$ cat src/rtl/ava_pkg.sv
// Shared types for the AVA scan path: FSM states and the coordinate beat layout.
// Beat fields are sized for the largest supported frame; the scan controller narrows them at its ports.
package ava_pkg;

    localparam int BEAT_COORD_W = 16;
    localparam int BEAT_LIN_W   = 32;

    typedef enum logic [0:0] {
        SCAN_IDLE,
        SCAN_RUN
    } scan_state_e;

    typedef struct packed {
        logic [BEAT_COORD_W-1:0] x;
        logic [BEAT_COORD_W-1:0] y;
        logic [BEAT_LIN_W-1:0]   linear;
        logic                    active;
        logic                    hblank;
        logic                    vblank;
        logic                    line_last;
        logic                    frame_last;
    } scan_beat_t;

endpackage

$ cat src/rtl/ava_wrap_counter.sv
// Modulo counter 0..MAX that steps on inc and flags its terminal value.
module ava_wrap_counter #(
    parameter int MAX   = 1,
    parameter int WIDTH = 1
) (
    input  logic             clk,
    input  logic             reset,
    input  logic             inc,
    output logic [WIDTH-1:0] value,
    output logic             at_max
);

    logic [WIDTH-1:0] value_q, value_d;

    assign at_max = (value_q == WIDTH'(MAX));
    assign value  = value_q;

    always_comb begin
        value_d = value_q;
        if (inc) begin
            value_d = at_max ? '0 : value_q + WIDTH'(1);
        end
    end

    always_ff @(posedge clk) begin
        if (reset) begin
            value_q <= '0;
        end else begin
            value_q <= value_d;
        end
    end

endmodule

$ cat src/rtl/ava_scan_ctrl.sv
// Backpressured raster scan source: one beat per frame position (active + blanking) with
// a multiplier-free framebuffer address that supports 2^s pixel replication.
module ava_scan_ctrl
    import ava_pkg::*;
#(
    parameter int H_ACTIVE       = 640,
    parameter int V_ACTIVE       = 480,
    parameter int H_BLANK        = 160,
    parameter int V_BLANK        = 45,
    parameter int MAX_SCALE_LOG2 = 2
) (
    input  logic                                  clk,
    input  logic                                  reset,
    input  logic                                  enable,
    input  logic [$clog2(MAX_SCALE_LOG2+1)-1:0]   scale_log2,
    input  logic                                  out_ready,
    output logic                                  out_valid,
    output logic [$clog2(H_ACTIVE+H_BLANK)-1:0]   out_x,
    output logic [$clog2(V_ACTIVE+V_BLANK)-1:0]   out_y,
    output logic [$clog2(H_ACTIVE*V_ACTIVE)-1:0]  out_linear,
    output logic                                  out_active,
    output logic                                  out_hblank,
    output logic                                  out_vblank,
    output logic                                  out_line_last,
    output logic                                  out_frame_last
);

    localparam int H_TOTAL  = H_ACTIVE + H_BLANK;
    localparam int V_TOTAL  = V_ACTIVE + V_BLANK;
    localparam int X_BITS   = $clog2(H_TOTAL);
    localparam int Y_BITS   = $clog2(V_TOTAL);
    localparam int LIN_BITS = $clog2(H_ACTIVE * V_ACTIVE);
    localparam int S_BITS   = $clog2(MAX_SCALE_LOG2 + 1);

    scan_state_e         state_q, state_d;
    logic [S_BITS-1:0]   scale_q, scale_d, scale_clamped;
    logic [LIN_BITS-1:0] line_base_q, line_base_d;
    logic [X_BITS-1:0]   x_val;
    logic [Y_BITS-1:0]   y_val;
    logic [Y_BITS:0]     y_plus1, y_mask;
    logic                x_at_max, y_at_max, frame_last, accept, run;
    scan_beat_t          beat;
    logic                unused_beat_bits;

    assign run           = (state_q == SCAN_RUN);
    assign accept        = run && out_ready;
    assign frame_last    = x_at_max && y_at_max;
    assign scale_clamped = (scale_log2 > S_BITS'(MAX_SCALE_LOG2)) ? S_BITS'(MAX_SCALE_LOG2) : scale_log2;

    // The counters hold the position of the beat on the bus, so they only move on acceptance.
    ava_wrap_counter #(.MAX(H_TOTAL - 1), .WIDTH(X_BITS)) u_x_cnt (
        .clk    (clk),
        .reset  (reset),
        .inc    (accept),
        .value  (x_val),
        .at_max (x_at_max)
    );

    ava_wrap_counter #(.MAX(V_TOTAL - 1), .WIDTH(Y_BITS)) u_y_cnt (
        .clk    (clk),
        .reset  (reset),
        .inc    (accept && x_at_max),
        .value  (y_val),
        .at_max (y_at_max)
    );

    always_comb begin
        state_d = state_q;
        scale_d = scale_q;
        case (state_q)
            SCAN_IDLE: begin
                if (enable) begin
                    state_d = SCAN_RUN;
                    scale_d = scale_clamped;
                end
            end
            SCAN_RUN: begin
                if (accept && frame_last) begin
                    if (enable) begin
                        scale_d = scale_clamped;
                    end else begin
                        state_d = SCAN_IDLE;
                    end
                end
            end
            default: state_d = SCAN_IDLE;
        endcase
    end

    // Base advances once per 2^s source lines; blank lines never reach the address.
    assign y_plus1 = {1'b0, y_val} + (Y_BITS+1)'(1);
    assign y_mask  = ~({(Y_BITS+1){1'b1}} << scale_q);

    always_comb begin
        line_base_d = line_base_q;
        if (accept) begin
            if (frame_last) begin
                line_base_d = '0;
            end else if (x_at_max && (y_val < Y_BITS'(V_ACTIVE)) && ((y_plus1 & y_mask) == '0)) begin
                line_base_d = line_base_q + (LIN_BITS'(H_ACTIVE) >> scale_q);
            end
        end
    end

    always_ff @(posedge clk) begin
        if (reset) begin
            state_q     <= SCAN_IDLE;
            scale_q     <= '0;
            line_base_q <= '0;
        end else begin
            state_q     <= state_d;
            scale_q     <= scale_d;
            line_base_q <= line_base_d;
        end
    end

    // Payload is built purely from registers and zeroed whenever no beat is offered.
    always_comb begin
        beat = '0;
        if (run) begin
            beat.x          = BEAT_COORD_W'(x_val);
            beat.y          = BEAT_COORD_W'(y_val);
            beat.hblank     = (x_val >= X_BITS'(H_ACTIVE));
            beat.vblank     = (y_val >= Y_BITS'(V_ACTIVE));
            beat.active     = !beat.hblank && !beat.vblank;
            beat.line_last  = x_at_max;
            beat.frame_last = frame_last;
            if (beat.active) begin
                beat.linear = BEAT_LIN_W'(line_base_q + LIN_BITS'(x_val >> scale_q));
            end
        end
    end

    assign out_valid      = run;
    assign out_x          = beat.x[X_BITS-1:0];
    assign out_y          = beat.y[Y_BITS-1:0];
    assign out_linear     = beat.linear[LIN_BITS-1:0];
    assign out_active     = beat.active;
    assign out_hblank     = beat.hblank;
    assign out_vblank     = beat.vblank;
    assign out_line_last  = beat.line_last;
    assign out_frame_last = beat.frame_last;

    assign unused_beat_bits = ^{beat.x >> X_BITS, beat.y >> Y_BITS, beat.linear >> LIN_BITS};

endmodule
$ cat config.mk
export PLATFORM = sky130hd
export DESIGN_NAME = ava_scan_ctrl
export DESIGN_NICKNAME = d
export VERILOG_FILES = /design/src/rtl/ava_pkg.sv /design/src/rtl/ava_wrap_counter.sv /design/src/rtl/ava_scan_ctrl.sv
export SDC_FILE = /design/constraint.sdc
export NUM_CORES = 1
export LEC_CHECK = 0
export CORE_ASPECT_RATIO = 1.25
export CORE_UTILIZATION = 40
export DETAILED_ROUTE_END_ITERATION = 16
export REMOVE_ABC_BUFFERS = 1
export SYNTH_ARGS = -nofsm -noshare
export SYNTH_HDL_FRONTEND = slang
export SYNTH_SLANG_ARGS = --single-unit
$ cat constraint.sdc
create_clock -name clk -period 8.6 [get_ports clk]
set_input_delay 0.86 -clock clk [delete_from_list [all_inputs] [get_ports clk]]
set_output_delay 0.86 -clock clk [all_outputs]
set_load 0.01 [all_outputs]
==> Yosys cells after proc, flatten, opt, wreduce, memory -nomap -nowiden <==
Cells that the tools add are included.
{ "word_totals": {"word_cells": 48, "register_bits": 42, "out_inout_bits": 45} }
{ "op_classes": {"eq_ne": 3, "n_bitwise": 3, "shifts": 3, "reduce_logical": 12, "add_sub_neg": 5, "mux": 13, "n_lt_le_gt_ge": 4} }
{ "ops": {"columns": ["op", "count"], "rows": [
  ["two-way mux 63 bit", 1],
  ["two-way mux 19 bit", 2],
  ["adder 10 x 1 -> 10 bit, second input constant", 2],
  ["adder 19 x 19 -> 20 bit", 1],
  ["== test 10 bit, second input constant", 2],
  ["two-way mux 10 bit", 2],
  ["two-way mux 20 bit", 1],
  ["adder 19 bit", 1],
  ["right shift 10 x 2 -> 19 bit", 1],
  ["right shift 10 x 2 -> 19 bit, first input constant", 1],
  ["adder 10 x 1 -> 11 bit, second input constant", 1],
  ["bitwise AND 11 bit", 1],
  ["logical NOT 11 bit", 1],
  ["inverter 11 bit", 1],
  ["left shift 11 x 2 -> 11 bit, first input constant", 1],
  [">= comparator 10 bit, second input constant", 1],
  [">= comparator 10 x 9 -> 1 bit, second input constant", 1],
  ["less-than comparator 10 x 9 -> 1 bit, second input constant", 1],
  ["logical AND 1 bit", 7],
  ["two-way mux 2 bit", 3],
  ["one-hot mux 2 bit (2 select lines)", 1],
  ["greater-than comparator 2 bit, second input constant", 1],
  ["logical NOT 1 bit", 2],
  ["two-way mux 1 bit", 2],
  ["5 further kinds", 5]
]} }

==> Longest topological paths before layout <==
Gate-level depths: netlist of the first run.
{ "logic_depth": {"depth_word": 7, "ltp_mapped": 13, "ltp_nobuf": 10} }

==> Modules after synthesis <==
A second synthesis of the first run with hierarchy kept.
{ "hier_totals": {"hier_cells": 384, "area_unflattened_um2": 3091.7} }
{ "modules_own_cells": {"columns": ["mod", "n_inst", "cells_each", "area_per_inst_um2"], "rows": [
  ["ava_scan_ctrl", 1, 277, 2118.3],
  ["ava_wrap_counter at u_y_cnt", 1, 56, 509.2],
  ["ava_wrap_counter at u_x_cnt", 1, 51, 464.2]
]} }

==> Worst setup path after synthesis of the first run <==
Ideal clock, no wire load.
{ "synth_timing": {"kind": "flip-flop to output port", "start": "register scale_q[0]", "end": "output out_linear[10]", "n_path_buf": 4, "arrival_ps": 2965, "path_slack_ps": 4775, "path_stages_with_launch": 14, "t_required_ps": 7740, "path_cell_list": "dfxtp_1 > buf_2 > buf_1 > inv_1 > a211oi_1 > a21oi_1 > ha_1 > a21o_1 > a21oi_1 > and2_1 > clkbuf_1 > clkbuf_1 > a21oi_1 > nor3b_1"} }
{ "synth_via": {"elab_chain_cells": 4} }
{ "synth_rtl": {"columns": ["item", "line", "rtl"], "rows": [
  ["start, declared", "ava_scan_ctrl.sv:36", "logic [S_BITS-1:0] scale_q, scale_d, scale_clamped;"],
  ["start signal, assigned", "ava_scan_ctrl.sv:112", "scale_q <= scale_d;"],
  ["right shift 10 x 2 -> 19 bit", "ava_scan_ctrl.sv:129", "beat.linear = BEAT_LIN_W'(line_base_q + LIN_BITS'(x_val >> scale_q));"],
  ["adder 19 x 19 -> 20 bit", "ava_scan_ctrl.sv:129", null],
  ["two-way mux 20 bit", "ava_scan_ctrl.sv:128", "if (beat.active) begin"],
  ["two-way mux 63 bit", "ava_scan_ctrl.sv:120", "if (run) begin"],
  ["end, declared", "ava_scan_ctrl.sv:20", "output logic [$clog2(H_ACTIVE*V_ACTIVE)-1:0] out_linear,"]
]} }
No other way between the ends.

==> Worst setup path after layout of the first run <==
Ends and elaborated chain as after synthesis.

==> impl_metrics.env, run 1 <==
export IMPL_cp_required_ns=7.74
export IMPL_overflow=0
export IMPL_ys_seq_area_frac=0.248
export IMPL_synth_flop_cell="dfxtp_1"
export IMPL_yosys_cell_types_count=55
export IMPL_die_h_um=99.9
export IMPL_multiInputGateArea_um2=2130
export IMPL_portBuffers=50
export IMPL_avgSynthCellArea_um2=7.97
export IMPL_post_cts_buffers=0
export IMPL_synth_edf_count=0
export IMPL_fillers=732
export IMPL_p_leak_nw=1.27
export IMPL_fp_dieArea_um2=8030
export IMPL_drive_gt1_frac=0.0597
export IMPL_cts_max_path_buffers=2
export IMPL_hold_path_class="reg2reg"
export IMPL_cts_resized=0
export IMPL_async_reset_ff_frac=0
export IMPL_finalHoldViolations=0
export IMPL_grt_max_degree=30
export IMPL_drtIter0Drc=73
export IMPL_fin_total_pwr_mw=0.369
export IMPL_yosysTopAreaCell="dfxtp_1"
export IMPL_status="complete, no violations"
export IMPL_coreArea_um2=7400
export IMPL_maxCapViolCount=0
export IMPL_p_per_area_nw_per_um2=99.9
export IMPL_cts_tree="built"
export IMPL_slew_violations=0
export IMPL_report_final_setup_viol=0
export IMPL_placed_cell_area_um2=3580
export IMPL_cts_max_level=2
export IMPL_fp_dieW_um=80.3
export IMPL_whs_ns=0.501
export IMPL_synth_area_top_cells="dfxtp_1 (25%), ha_1 (6.9%), a21oi_1 (5.9%)"
export IMPL_clock_fmax_mhz=217
export IMPL_grtUsageTotal=0.197
export IMPL_yosysTopAreaCellShare=0.248
export IMPL_worst_slew_pin_slew_ns=1.04
export IMPL_gp_congestion=0.872
export IMPL_wl_per_cell_um=14.6
export IMPL_startpoint_type="flip-flop"
export IMPL_grt_pass1_wl_um=12500
export IMPL_period_needed_ns=4.62
export IMPL_viasPerCell=5.57
export IMPL_seqCellArea_um2=761
export IMPL_fin_skew_ns=0.00314
export IMPL_rows=35
export IMPL_dp_hpwl_um=5530
export IMPL_drc_errors=0
export IMPL_ys_seq_elements=38
export IMPL_clock_latency_ns=0.29
export IMPL_synthCells=385
export IMPL_fin_nets=443
export IMPL_final_antenna_net_count=0
export IMPL_vias=2847
export IMPL_final_area_um2=3690
export IMPL_arrival_ns=3.76
export IMPL_drt_total_wl_um=7460
export IMPL_ir_drop_uv=66.8
export IMPL_synth_area_um2=3070
export IMPL_cts_root_buf="clkbuf_8"
export IMPL_cts_buffers=5
export IMPL_syn_to_final_growth_pct=20.3
export IMPL_period_share=0.537
export IMPL_antenna_found_initial=0
export IMPL_cts_hold_buf=0
export IMPL_setup_tns_final_ns=0
export IMPL_clkTransAtPathRegs_ns=0.07
export IMPL_utilization=0.499
export IMPL_initial_core_util=0.415
export IMPL_slew_headroom=0.303
export IMPL_first_global_vias=2610
export IMPL_antenna_cells=0
export IMPL_critPathMaxFanout=18
export IMPL_clock_sinks=38
export IMPL_yosys_warnings=0
export IMPL_io_pins=51
export IMPL_drt_first_pass_iters=4
export IMPL_critPathKind="reg2out"
export IMPL_crit_path_end_kind="primary output"
export IMPL_rsz0062_at_grt="false"
[cell usage in the layout, fill, tap and decap left out, types with 3 or more instances in the layout]
cell type,instances
clkdlybuf4s50_1,50
dfxtp_1,38
a21oi_1,36
nor2_1,32
and2_1,27
nand2_1,24
ha_1,17
nor3_1,16
inv_1,15
nand3_1,15
xnor2_1,13
o21ai_0,12
xor2_1,12
or4_1,9
mux2i_1,8
and3_1,8
o31ai_1,8
nand4_1,7
nand2b_1,6
clkbuf_8,6
mux4_2,5
or3_1,5
a2111o_1,4
nor2b_1,3
a211oi_1,3
[cells in the mapped netlist, types with 3 or more instances]
| cell type | n |
|---|---|
| a2111o_1 | 4 |
| a211oi_1 | 3 |
| a21oi_1 | 36 |
| and2_1 | 27 |
| and3_1 | 8 |
| buf_2 | 6 |
| clkbuf_1 | 15 |
| dfxtp_1 | 38 |
| ha_1 | 17 |
| inv_1 | 15 |
| mux2i_1 | 8 |
| mux4_2 | 5 |
| nand2_1 | 24 |
| nand2b_1 | 6 |
| nand3_1 | 15 |
| nand4_1 | 7 |
| nor2_1 | 32 |
| nor2b_1 | 3 |
| nor3_1 | 16 |
| o21ai_0 | 12 |
| o31ai_1 | 8 |
| or3_1 | 5 |
| or4_1 | 9 |
| xnor2_1 | 13 |
| xor2_1 | 12 |
[worst max-delay path, cell delays in order (launching register included)]
cell	delay (ns)
dfxtp_1	0.82
inv_1	0.22
a211oi_1	0.27
a21oi_1	0.07
ha_1	0.34
a21o_1	0.22
a21oi_1	0.18
and2_1	0.42
a21oi_1	0.12
nor3b_1	0.23
clkdlybuf4s50_1	0.58
[cell families after synthesis]
logic type                 share of synthesized area
adders and majority gates                     0.0759
AOI/OAI and AO/OA                              0.170
DFF                                            0.248
xor gates and xnor gates                      0.0714
buffers and inverters                         0.0563
muxes                                         0.0665
and+or+nand+nor                                0.310
other                                        0.00122
[registers in the layout, summed over array words and instances, names as in the netlist]
signal         flops
line_base_q       15
out_valid          1
u_y_cnt.value     10
scale_q            2
u_x_cnt.value     10
[routing by layer]
metal	track usage	part of all wire	vias up
li1	-	-	1448
met1	0.238	0.45	1337
met2	0.354	0.51	50
met3	0.0309	0.026	12
met4	0.0577	0.017	0
met5	0	0	-
[layout make-up]
| class | count | share of cell area |
|---|---|---|
| Clock buffer | 6 | 0.0224 |
| Clock inverter | 1 | 0.00814 |
| Sequential cell | 38 | 0.206 |
| Inverter | 16 | 0.0163 |
| Timing Repair Buffer | 51 | 0.138 |
| Multi-Input combinational cell | 307 | 0.578 |
| Tap cell | 92 | 0.0312 |
[through the flow]
step | instances | setup slack (ns)
6_report | 511 | 3.98
5_1_grt | 511 | 3.64
4_1_cts | 511 | 3.96
3_5_place_dp | 504 | 4.31
3_3_place_gp | 504 | 4.40
2_1_floorplan | 361 | 5.08
[final timing paths]
path | startpoint | end | slack (ns) | cells after the start
worst max-delay path | scale_q[0] | out_linear[10] | 3.98 | 10
worst min-delay path | line_base_q[18] | line_base_q[18] | 0.50 | 2
worst max register to register | out_valid | u_y_cnt.value[8] | 5.34 | 5
worst min register to register | line_base_q[18] | line_base_q[18] | 0.50 | 2
[where the power goes]
group          switching [mW]  internal [mW]
registers             0.00545          0.177
logic                  0.0156         0.0124
clock network          0.0653         0.0929
Note: power is estimated with default switching activity, not from simulation.
==> inputs of run 2 (changes only) <==
- PLACE_DENSITY: default -> 0.65
- clock period: 8.6 -> 4.19 ns (I/O delays scaled with it)
==> run 2 against run 1 <==
Non-clock buffer count is 5 higher. Cell count is 0.78% higher. Worst setup slack lost 3.7 ns. Die area is the same. Clock skew up 0.0066 ns. Flip-flop and latch count is the same. Cell area up 0.20%. Register-to-register slack worse by 4.0 ns. Routed wire length is 1.8% higher. Sequential power up 100%. Total power rose by 88%. Critical path depth increased by 1. Largest cell class unchanged. Largest power group unchanged.
==> impl_metrics.env, run 2 (same netlist as run 1, synthesis figures left out) <==
export IMPL_status="complete, no violations"
export IMPL_gp_congestion=0.830
export IMPL_antenna_found_initial=0
export IMPL_cts_max_path_buffers=2
export IMPL_period_needed_ns=3.94
export IMPL_viasPerCell=5.65
export IMPL_fp_dieW_um=80.3
export IMPL_seqPwrFrac=0.529
export IMPL_critPathKind="reg2out"
export IMPL_mostFrequentLayoutCells="clkdlybuf4s50_1 (50), dfxtp_1 (38), a21oi_1 (36)"
export IMPL_grtUsageTotal=0.196
export IMPL_drc_errors=0
export IMPL_cts_tree="built"
export IMPL_combPwrFrac=0.098
export IMPL_cts_hold_buf=0
export IMPL_utilization=0.500
export IMPL_worst_slew_pin_slew_ns=0.847
export IMPL_final_antenna_net_count=0
export IMPL_finalHoldViolations=0
export IMPL_rsz0062_at_grt="false"
export IMPL_slowest_delay_ns=0.59
export IMPL_cp_common_cell="a21oi_1"
export IMPL_cts_resized=0
export IMPL_coreArea_um2=7400
export IMPL_dp_hpwl_um=5510
export IMPL_fp_dieArea_um2=8030
export IMPL_grt_pass1_wl_um=12400
export IMPL_cts_root_buf="clkbuf_8"
export IMPL_vias=2911
export IMPL_clock_sinks=38
export IMPL_switching_share=0.253
export IMPL_p_leak_nw=1.28
export IMPL_slew_headroom=0.435
export IMPL_slew_violations=0
export IMPL_wl_per_cell_um=14.8
export IMPL_hold_path_class="reg2reg"
export IMPL_report_final_setup_viol=0
export IMPL_first_global_vias=2654
export IMPL_rrSetupSlack_ns=1.33
export IMPL_die_h_um=99.9
export IMPL_post_cts_buffers=0
export IMPL_period_share=0.940
export IMPL_overflow=0
export IMPL_pwr_share_clk=0.374
export IMPL_grt_max_degree=29
export IMPL_drtIter0Drc=78
export IMPL_clock_latency_ns=0.30
export IMPL_cts_max_level=2
export IMPL_antenna_cells=0
export IMPL_syn_to_final_growth_pct=20.6
export IMPL_arrival_ns=3.52
export IMPL_cp_required_ns=3.77
export IMPL_critPathMaxFanout=15
export IMPL_slowest_stage="dfxtp_1"
export IMPL_maxCapViolCount=0
export IMPL_drt_total_wl_um=7600
export IMPL_largest_register_ffs=15
export IMPL_initial_core_util=0.415
export IMPL_top_register="line_base_q"
export IMPL_setup_tns_final_ns=0
export IMPL_switching_power_mw=0.176
export IMPL_internal_power_mw=0.519
export IMPL_drt_first_pass_iters=4
export IMPL_p_per_area_nw_per_um2=188
export IMPL_final_common_cell="clkdlybuf4s50_1"
export IMPL_drive_gt1_frac=0.0686
export IMPL_crit_path_end_kind="primary output"
export IMPL_path_cells="buf_4 -> and2_0 -> a211oi_1 -> a21oi_1 -> ha_1 -> a21o_1 -> a21oi_1 -> and2_1 -> a21oi_1 -> mux2_2 -> clkdlybuf4s50_1"
export IMPL_clkTransAtPathRegs_ns=0.08
export IMPL_portBuffers=50
export IMPL_fin_skew_ns=0.00977
export IMPL_ir_drop_uv=119
export IMPL_startpoint_type="flip-flop"
export IMPL_io_pins=51
export IMPL_clock_fmax_mhz=254
export IMPL_fin_nets=448
export IMPL_cts_buffers=5
export IMPL_rows=35
[run 2: changes by cell type in the layout (fill, tap and decap cells not counted), sizes merged]
cell,previous run,this run
bufinv,1,0
buf,1,6
[run 2: path summary, 6_finish.rpt]
check / end / cells past startpoint / from
worst max-delay path: out_linear[14] / 11 / scale_q[0]
worst min-delay path: line_base_q[18] / 2 / line_base_q[18]
worst max register to register: line_base_q[12] / 10 / scale_q[0]
worst min register to register: line_base_q[18] / 2 / line_base_q[18]
[run 2: final cells by class]
cell class	instances	area [um^2]
repair buffers	56	546
inverters	16	60.1
well taps	92	115
clock buffers	6	82.6
multi-input cells	307	2130
fillers	740	3700
flip-flops and latches	38	761
[run 2: through the flow]
stage | area (um^2) | std cells | power [mW] | hold slack (ns) | setup WS [ns]
final | 3700 | 515 | 0.694 | 0.503 | 0.251
after global routing | 3700 | 515 | 0.717 | 0.543 | 0.0217
after CTS | 3700 | 515 | 0.701 | 0.504 | 0.255
after detailed placement | 3620 | 509 | 0.443 | 0.489 | 0.594
after global placement | 3620 | 509 | 0.443 | 0.480 | 0.675
after floorplan | 2960 | 361 | 0.413 | 0.459 | 1.11
[run 2: power by group through the flow]
stage / clock network (mW) / registers, mW / logic, mW
finish: 0.260 / 0.367 / 0.0677
global route: 0.275 / 0.368 / 0.0747
CTS: 0.265 / 0.367 / 0.0681
detailed placement: 0 / 0.376 / 0.0676
global placement: 0 / 0.376 / 0.0669
floorplan: 0 / 0.380 / 0.0332
[run 2: worst max-delay path, delay by kind of cell (launching register included)]
family,cells,cell delay (ns)
buffers and inverters,2,0.78
muxes,1,0.25
AOI/OAI and AO/OA,5,0.76
and+or+nand+nor,2,0.59
adders and majority gates,1,0.27
DFF,1,0.59
[run 2: layer usage]
metal  GRT usage  vias to the layer above  part of all wire
li1            -                     1458                 -
met1       0.234                     1386              0.45
met2       0.364                       59              0.51
met3      0.0309                        8             0.033
met4      0.0453                        0             0.010
met5           0                        -                 0
